**config.mk**
```make
export PLATFORM = sky130hd
export DESIGN_NAME = rom_nibble_fetch
export DESIGN_NICKNAME = d
export VERILOG_FILES = /design/src/rtl/rom_nibble_fetch.sv
export SDC_FILE = /design/constraint.sdc
export NUM_CORES = 1
export LEC_CHECK = 0
export CAP_MARGIN = 5
export CORE_MARGIN = 1.5
export CORE_UTILIZATION = 25
export CTS_BUF_LIST = sky130_fd_sc_hd__clkbuf_8
export DETAILED_ROUTE_END_ITERATION = 8
export SLEW_MARGIN = 40
export SYNTH_ARGS = -nofsm -noshare
export SYNTH_HDL_FRONTEND = slang
export SYNTH_SLANG_ARGS = --single-unit
```
**constraint.sdc**
```tcl
create_clock -name clk -period 4.09 [get_ports clk]
set_clock_uncertainty 0.2 [all_clocks]
set_input_delay 0.818 -clock clk [delete_from_list [all_inputs] [get_ports clk]]
set_output_delay 0.818 -clock clk [all_outputs]
set_load 0.01 [all_outputs]
```
**src/rtl/rom_nibble_fetch.sv**
```systemverilog
// rom_nibble_fetch: reads ROM_WORDS 4-bit words from a synchronous ROM, pairs
// them into 8-bit samples (even word = high nibble) and delivers them through
// a first-word-fall-through FIFO with valid/ready handshake.
// Optional feature macro FETCH_CHECKSUM_EN adds a running 16-bit sum of all
// delivered samples (checksum) and checksum_valid (mirrors done).
module rom_nibble_fetch #(
   parameter int FIFO_DEPTH = 4,
   parameter int ROM_WORDS  = 1024
) (
   input  logic        clk,
   input  logic        reset,
   output logic        rom_cen,
   output logic [9:0]  rom_a,
   input  logic [3:0]  rom_q,
   output logic        x_valid,
   input  logic        x_ready,
   output logic [7:0]  x,
   output logic        done
`ifdef FETCH_CHECKSUM_EN
   ,
   output logic [15:0] checksum,
   output logic        checksum_valid
`endif
);

   localparam int PW = (FIFO_DEPTH > 1) ? $clog2(FIFO_DEPTH) : 1;
   localparam int CW = PW + 1;
   localparam logic [10:0] LAST = 11'(ROM_WORDS - 1);

   typedef enum logic [1:0] {S_IDLE, S_FETCH, S_DRAIN, S_DONE} state_t;

   state_t          state_q, state_d;
   logic [10:0]     nxt_q, nxt_d;        // address of the next read to issue
   logic            rom_cen_q, rom_cen_d;
   logic [9:0]      rom_a_q, rom_a_d;
   logic            vld2_q;              // rom_q carries a requested word this cycle
   logic            par2_q;              // address parity of that word
   logic [3:0]      hold_q;              // high nibble waiting for its partner
   logic [7:0]      mem_q [FIFO_DEPTH];
   logic [PW-1:0]   wr_q, rd_q;
   logic [CW-1:0]   occ_q, occ_d;
   logic [CW-1:0]   infl_q, infl_d;      // samples whose even read is issued but not yet pushed
   logic            push, pop, issue, issue_even, budget_ok;

   assign push    = vld2_q & par2_q;
   assign x_valid = (occ_q != '0);
   assign pop     = x_valid & x_ready;
   assign x       = x_valid ? mem_q[rd_q] : 8'h00;
   assign done    = (state_q == S_DONE);
   assign rom_cen = rom_cen_q;
   assign rom_a   = rom_a_q;

   // Read issue, occupancy bookkeeping and FSM next state
   always_comb begin
      state_d    = state_q;
      budget_ok  = ((CW+1)'(occ_q) + (CW+1)'(infl_q)) < (CW+1)'(FIFO_DEPTH);
      // An odd read always follows its even partner, so only the even read is gated
      issue      = ((state_q == S_IDLE) || (state_q == S_FETCH)) && (nxt_q[0] || budget_ok);
      issue_even = issue & ~nxt_q[0];
      rom_cen_d  = ~issue;
      rom_a_d    = issue ? nxt_q[9:0] : rom_a_q;
      nxt_d      = nxt_q + 11'(issue);
      occ_d      = occ_q + CW'(push) - CW'(pop);
      infl_d     = infl_q + CW'(issue_even) - CW'(push);
      case (state_q)
         S_IDLE:  state_d = S_FETCH;
         S_FETCH: if (issue && (nxt_q == LAST)) state_d = S_DRAIN;
         S_DRAIN: if ((occ_d == '0) && (infl_d == '0)) state_d = S_DONE;
         S_DONE:  state_d = S_DONE;
         default: state_d = S_IDLE;
      endcase
   end

   // Control state, ROM port registers and read-return pipeline
   always_ff @(posedge clk or posedge reset) begin
      if (reset) begin
         state_q   <= S_IDLE;
         nxt_q     <= '0;
         rom_cen_q <= 1'b1;
         rom_a_q   <= '0;
         vld2_q    <= 1'b0;
         par2_q    <= 1'b0;
         hold_q    <= '0;
         occ_q     <= '0;
         infl_q    <= '0;
      end else begin
         state_q   <= state_d;
         nxt_q     <= nxt_d;
         rom_cen_q <= rom_cen_d;
         rom_a_q   <= rom_a_d;
         vld2_q    <= ~rom_cen_q;
         par2_q    <= rom_a_q[0];
         if (vld2_q && !par2_q) hold_q <= rom_q;
         occ_q     <= occ_d;
         infl_q    <= infl_d;
      end
   end

   // Sample FIFO storage and pointers (depth is a power of two, pointers wrap)
   always_ff @(posedge clk or posedge reset) begin
      if (reset) begin
         for (int i = 0; i < FIFO_DEPTH; i++) mem_q[i] <= '0;
         wr_q <= '0;
         rd_q <= '0;
      end else begin
         if (push) begin
            mem_q[wr_q] <= {hold_q, rom_q};
            wr_q        <= wr_q + 1'b1;
         end
         if (pop) rd_q <= rd_q + 1'b1;
      end
   end

`ifdef FETCH_CHECKSUM_EN
   logic [15:0] csum_q;
   // Running sum of delivered samples
   always_ff @(posedge clk or posedge reset) begin
      if (reset)    csum_q <= '0;
      else if (pop) csum_q <= csum_q + 16'(x);
   end
   assign checksum       = csum_q;
   assign checksum_valid = done;
`endif

endmodule

```
==> metrics.yaml <==
run_status:
  outcome: "completed"
power:
  switchingPower_mw: 1.12
  switching_share: 0.334
  combinationalPowerShare: 0.443
  vdd.ir_drop.worst_mv: 0.338
  cellLeakagePower_nw: 1.76
  pwr-share-seq: 0.391
  power.density_cell_area_nw_per_um2: 863
  internal_power_mw: 2.24
  share_clk_of_total_power: 0.166
floorplan:
  core_area_um2: 12600
  io_pins: 28
  initial_core_util: 0.256
  rows: 41
  chipWidth_um: 116
  floorplan.die.height_um: 116
  fp.dieArea_um2: 13500
setup_path:
  crit_type: "reg2reg"
  slowest_stage: "sky130_fd_sc_hd__or4_1"
  timing.critical_path.slowest_cell_delay_ns: 0.51
  required_arrival_time_at_the_worst_endpoint_ns: 4.15
  cp_cell_sequence: "ha_1 > or4_1 > o21a_1 > clkinv_4 > ha_1 > inv_1 > ha_1 > inv_1 > ha_1 > inv_1 > fa_1 > nor4bb_1 > nand3_1 > a32oi_1"
  crit_path_frequent_cell: "sky130_fd_sc_hd__ha_1"
  crit_path_max_fanout: 7
  worstSetupStartpointType: "flip-flop"
  timing.critical_path.arrival_ns: 3.77
  critPathCaptureType: "flip-flop"
clock_tree:
  postCtsSetupRepairBufs: 0
  cts.path.max_buffers: 2
  post_cts_hold_buffer_count: 0
  clock_sink_count: 72
  cts.repair.resized: 0
  cts_tree: "done"
  clockRootBuffer: "sky130_fd_sc_hd__clkbuf_8"
  clock_latency_ns: 0.35
  cts-htree-levels: 3
  cts_buffers: 9
  cts.clk_slew.worst_paths_ns: 0.07
min_path:
  worst_hold_path_type: "reg2reg"
global_routing:
  grt_overflow: 0
  grt_pass1_vias: 2066
  maximum_number_of_pins_on_one_net_before_global_route_repair: 41
  globalRouteTotalUtil: 0.104
  first_pass_grt_wire_length_um: 10500
  grt_antenna_before_repair: 0
routing:
  drt_first_pass_iters: 3
  detail_route.wl_per_cell_um: 13.7
  antenna_violating_nets_left: 0
  average_via_count_per_standard_cell: 4.14
  wl_um: 6090
  drt_iter0_drc: 42
  drcViolationCount: 0
  via_count: 1841
yosys:
  ys_warn_count: 0
  synth.largest_area_cell: "sky130_fd_sc_hd__dfrtp_1"
  seq_area_frac_synth: 0.561
  synth.distinct_cells: 35
  post_synth_instance_area_um2: 3210
  synthTopCellsByArea: "sky130_fd_sc_hd__dfrtp_1 (55%), sky130_fd_sc_hd__mux2_2 (12%), sky130_fd_sc_hd__mux4_2 (5.6%)"
  syn-num-nets: 253
  synth-seq-cells: 72
  synth_cells: 232
  avgSynthCellArea_um2: 13.9
  synth.top_cell.area_share: 0.553
timing:
  max_slew.worst_pin.slew_ns: 0.621
  finalSetupViolCount: 0
  fin_setup_tns_ns: 0
  max_freq_mhz: 270
  rsz_0062_raised_after_global_routing: "no"
  hold_ws_ns: 0.252
  final-hold-violation-count: 0
  final_max_slew_viol_count: 0
  period_share: 0.905
  relSlewSlack: 0.586
  layout_min_cycle_time_ns: 3.70
final_layout:
  antenna-diode-count: 0
  final_layout_size_suffix_gt1_frac: 0.245
  num-fill-cells: 1269
  area_delta_synth_final_pct: 21.1
  final_nets: 289
place:
  hpwlAfterDp_um: 4270
  gp_routability_congestion: 0.719
  port_buffers: 27
flow_run:
  drv_cap: 0
==> state kept, by name (all words and copies together) (netlist names) <==
| name | cells |
|---|---|
| wr_q | 2 |
| state_q | 2 |
| mem_q | 32 |
| hold_q | 4 |
| infl_q | 3 |
| vld2_q | 1 |
| rd_q | 2 |
| rom_a | 10 |
| rom_cen | 1 |
| par2_q | 1 |
| occ_q | 3 |
| nxt_q | 11 |
==> power groups by stage <==
stage	Sequential, mW	Clock [mW]	Combinational (mW)
after detailed placement	1.33	0	1.51
after CTS	1.32	0.581	1.52
after global placement	1.31	0	1.46
final	1.31	0.557	1.49
after global routing	1.37	0.611	1.67
after floorplan	1.23	0	1.10
==> layout make-up <==
type	count	area [um^2]	area share
clock inverters	5	47.5	0.0122
multi-input cells	135	1300	0.335
inverters	21	86.3	0.0222
well taps	172	215	0.0553
clock buffers	11	151	0.0389
repair buffers	29	285	0.0733
flip-flops and latches	72	1800	0.463
==> layout by cell type, fill, tap and decap left out, types with 3 or more instances in the layout <==
master and count:
sky130_fd_sc_hd__and2_1 10, sky130_fd_sc_hd__clkbuf_8 11, sky130_fd_sc_hd__clkdlybuf4s50_1 27, sky130_fd_sc_hd__dfrtp_1 71, sky130_fd_sc_hd__ha_1 12, sky130_fd_sc_hd__inv_1 20, sky130_fd_sc_hd__mux2_2 34, sky130_fd_sc_hd__mux2_4 5
sky130_fd_sc_hd__mux4_2 8, sky130_fd_sc_hd__nand2_1 21, sky130_fd_sc_hd__nand3_1 5, sky130_fd_sc_hd__nor2_1 3, sky130_fd_sc_hd__xnor2_1 6, sky130_fd_sc_hd__xor2_1 6
==> synth_stat cells, drive strengths merged <==
cell / n
nand4: 2
nor2: 3
xnor3: 2
clkbuf: 2
and3: 1
nand2: 21
nand3: 5
fa: 2
xor2: 6
inv: 20
buf: 2
a32oi: 1
xnor2: 6
o21a: 1
or4: 1
dfrtp: 71
nand2b: 2
mux4: 8
clkinv: 1
nor3: 2
nor2b: 1
a21o: 1
o21ai: 2
nand3b: 1
ha: 12
dfstp: 1
mux2: 41
or3: 1
and2: 10
nor4: 2
nor4bb: 1
==> logic make-up after synthesis <==
logic type / share of synthesized area
simple gates: 0.0837
flops: 0.561
compound gates: 0.0105
buf+inv: 0.0335
xor+xnor: 0.0467
mux: 0.206
fa+ha+maj: 0.0592
==> per-stage QoR <==
stage / total power, mW / worst slack, ns / instance area (um^2) / util / std cells
2_1_floorplan: 2.32 / 0.677 / 3210 / - / 232
3_3_place_gp: 2.78 / 0.431 / 3690 / 0.294 / 429
6_report: 3.36 / 0.388 / 3890 / 0.310 / 445
3_5_place_dp: 2.84 / 0.392 / 3690 / 0.294 / 429
5_1_grt: 3.65 / 0.0970 / 3890 / 0.310 / 445
4_1_cts: 3.42 / 0.350 / 3890 / 0.310 / 445
==> critical path: cells and delay by family (launching register included) <==
kind                     cells  cell delay (ns)
AND/OR/NAND/NOR              3             0.91
AO/OA/AOI/OAI                2             0.58
buffers and inverters        4             0.28
flip-flops                   1             0.42
adder cells (fa/ha/maj)      5             1.22
==> worst paths after layout <==
path | from | to | slack [ns] | cells after the start
max in group asynchronous | reset | infl_q[1] | 2.40 | 3
worst max register to register | occ_q[1] | state_q[0] | 0.39 | 14
worst min-delay path | rom_a[0] | par2_q | 0.25 | 0
worst max-delay path | occ_q[1] | state_q[0] | 0.39 | 14
worst min register to register | rom_a[0] | par2_q | 0.25 | 0
min in group asynchronous | reset | nxt_q[5] | 0.66 | 2
==> layer usage <==
metal | track usage | vias to the layer above | part of all wire
li1 | - | 866 | -
met3 | 0.0358 | 13 | 0.036
met1 | 0.125 | 930 | 0.46
met2 | 0.172 | 32 | 0.48
met4 | 0.0439 | 0 | 0.015
met5 | 0 | - | 0
Note: power is estimated with default switching activity, not from simulation.
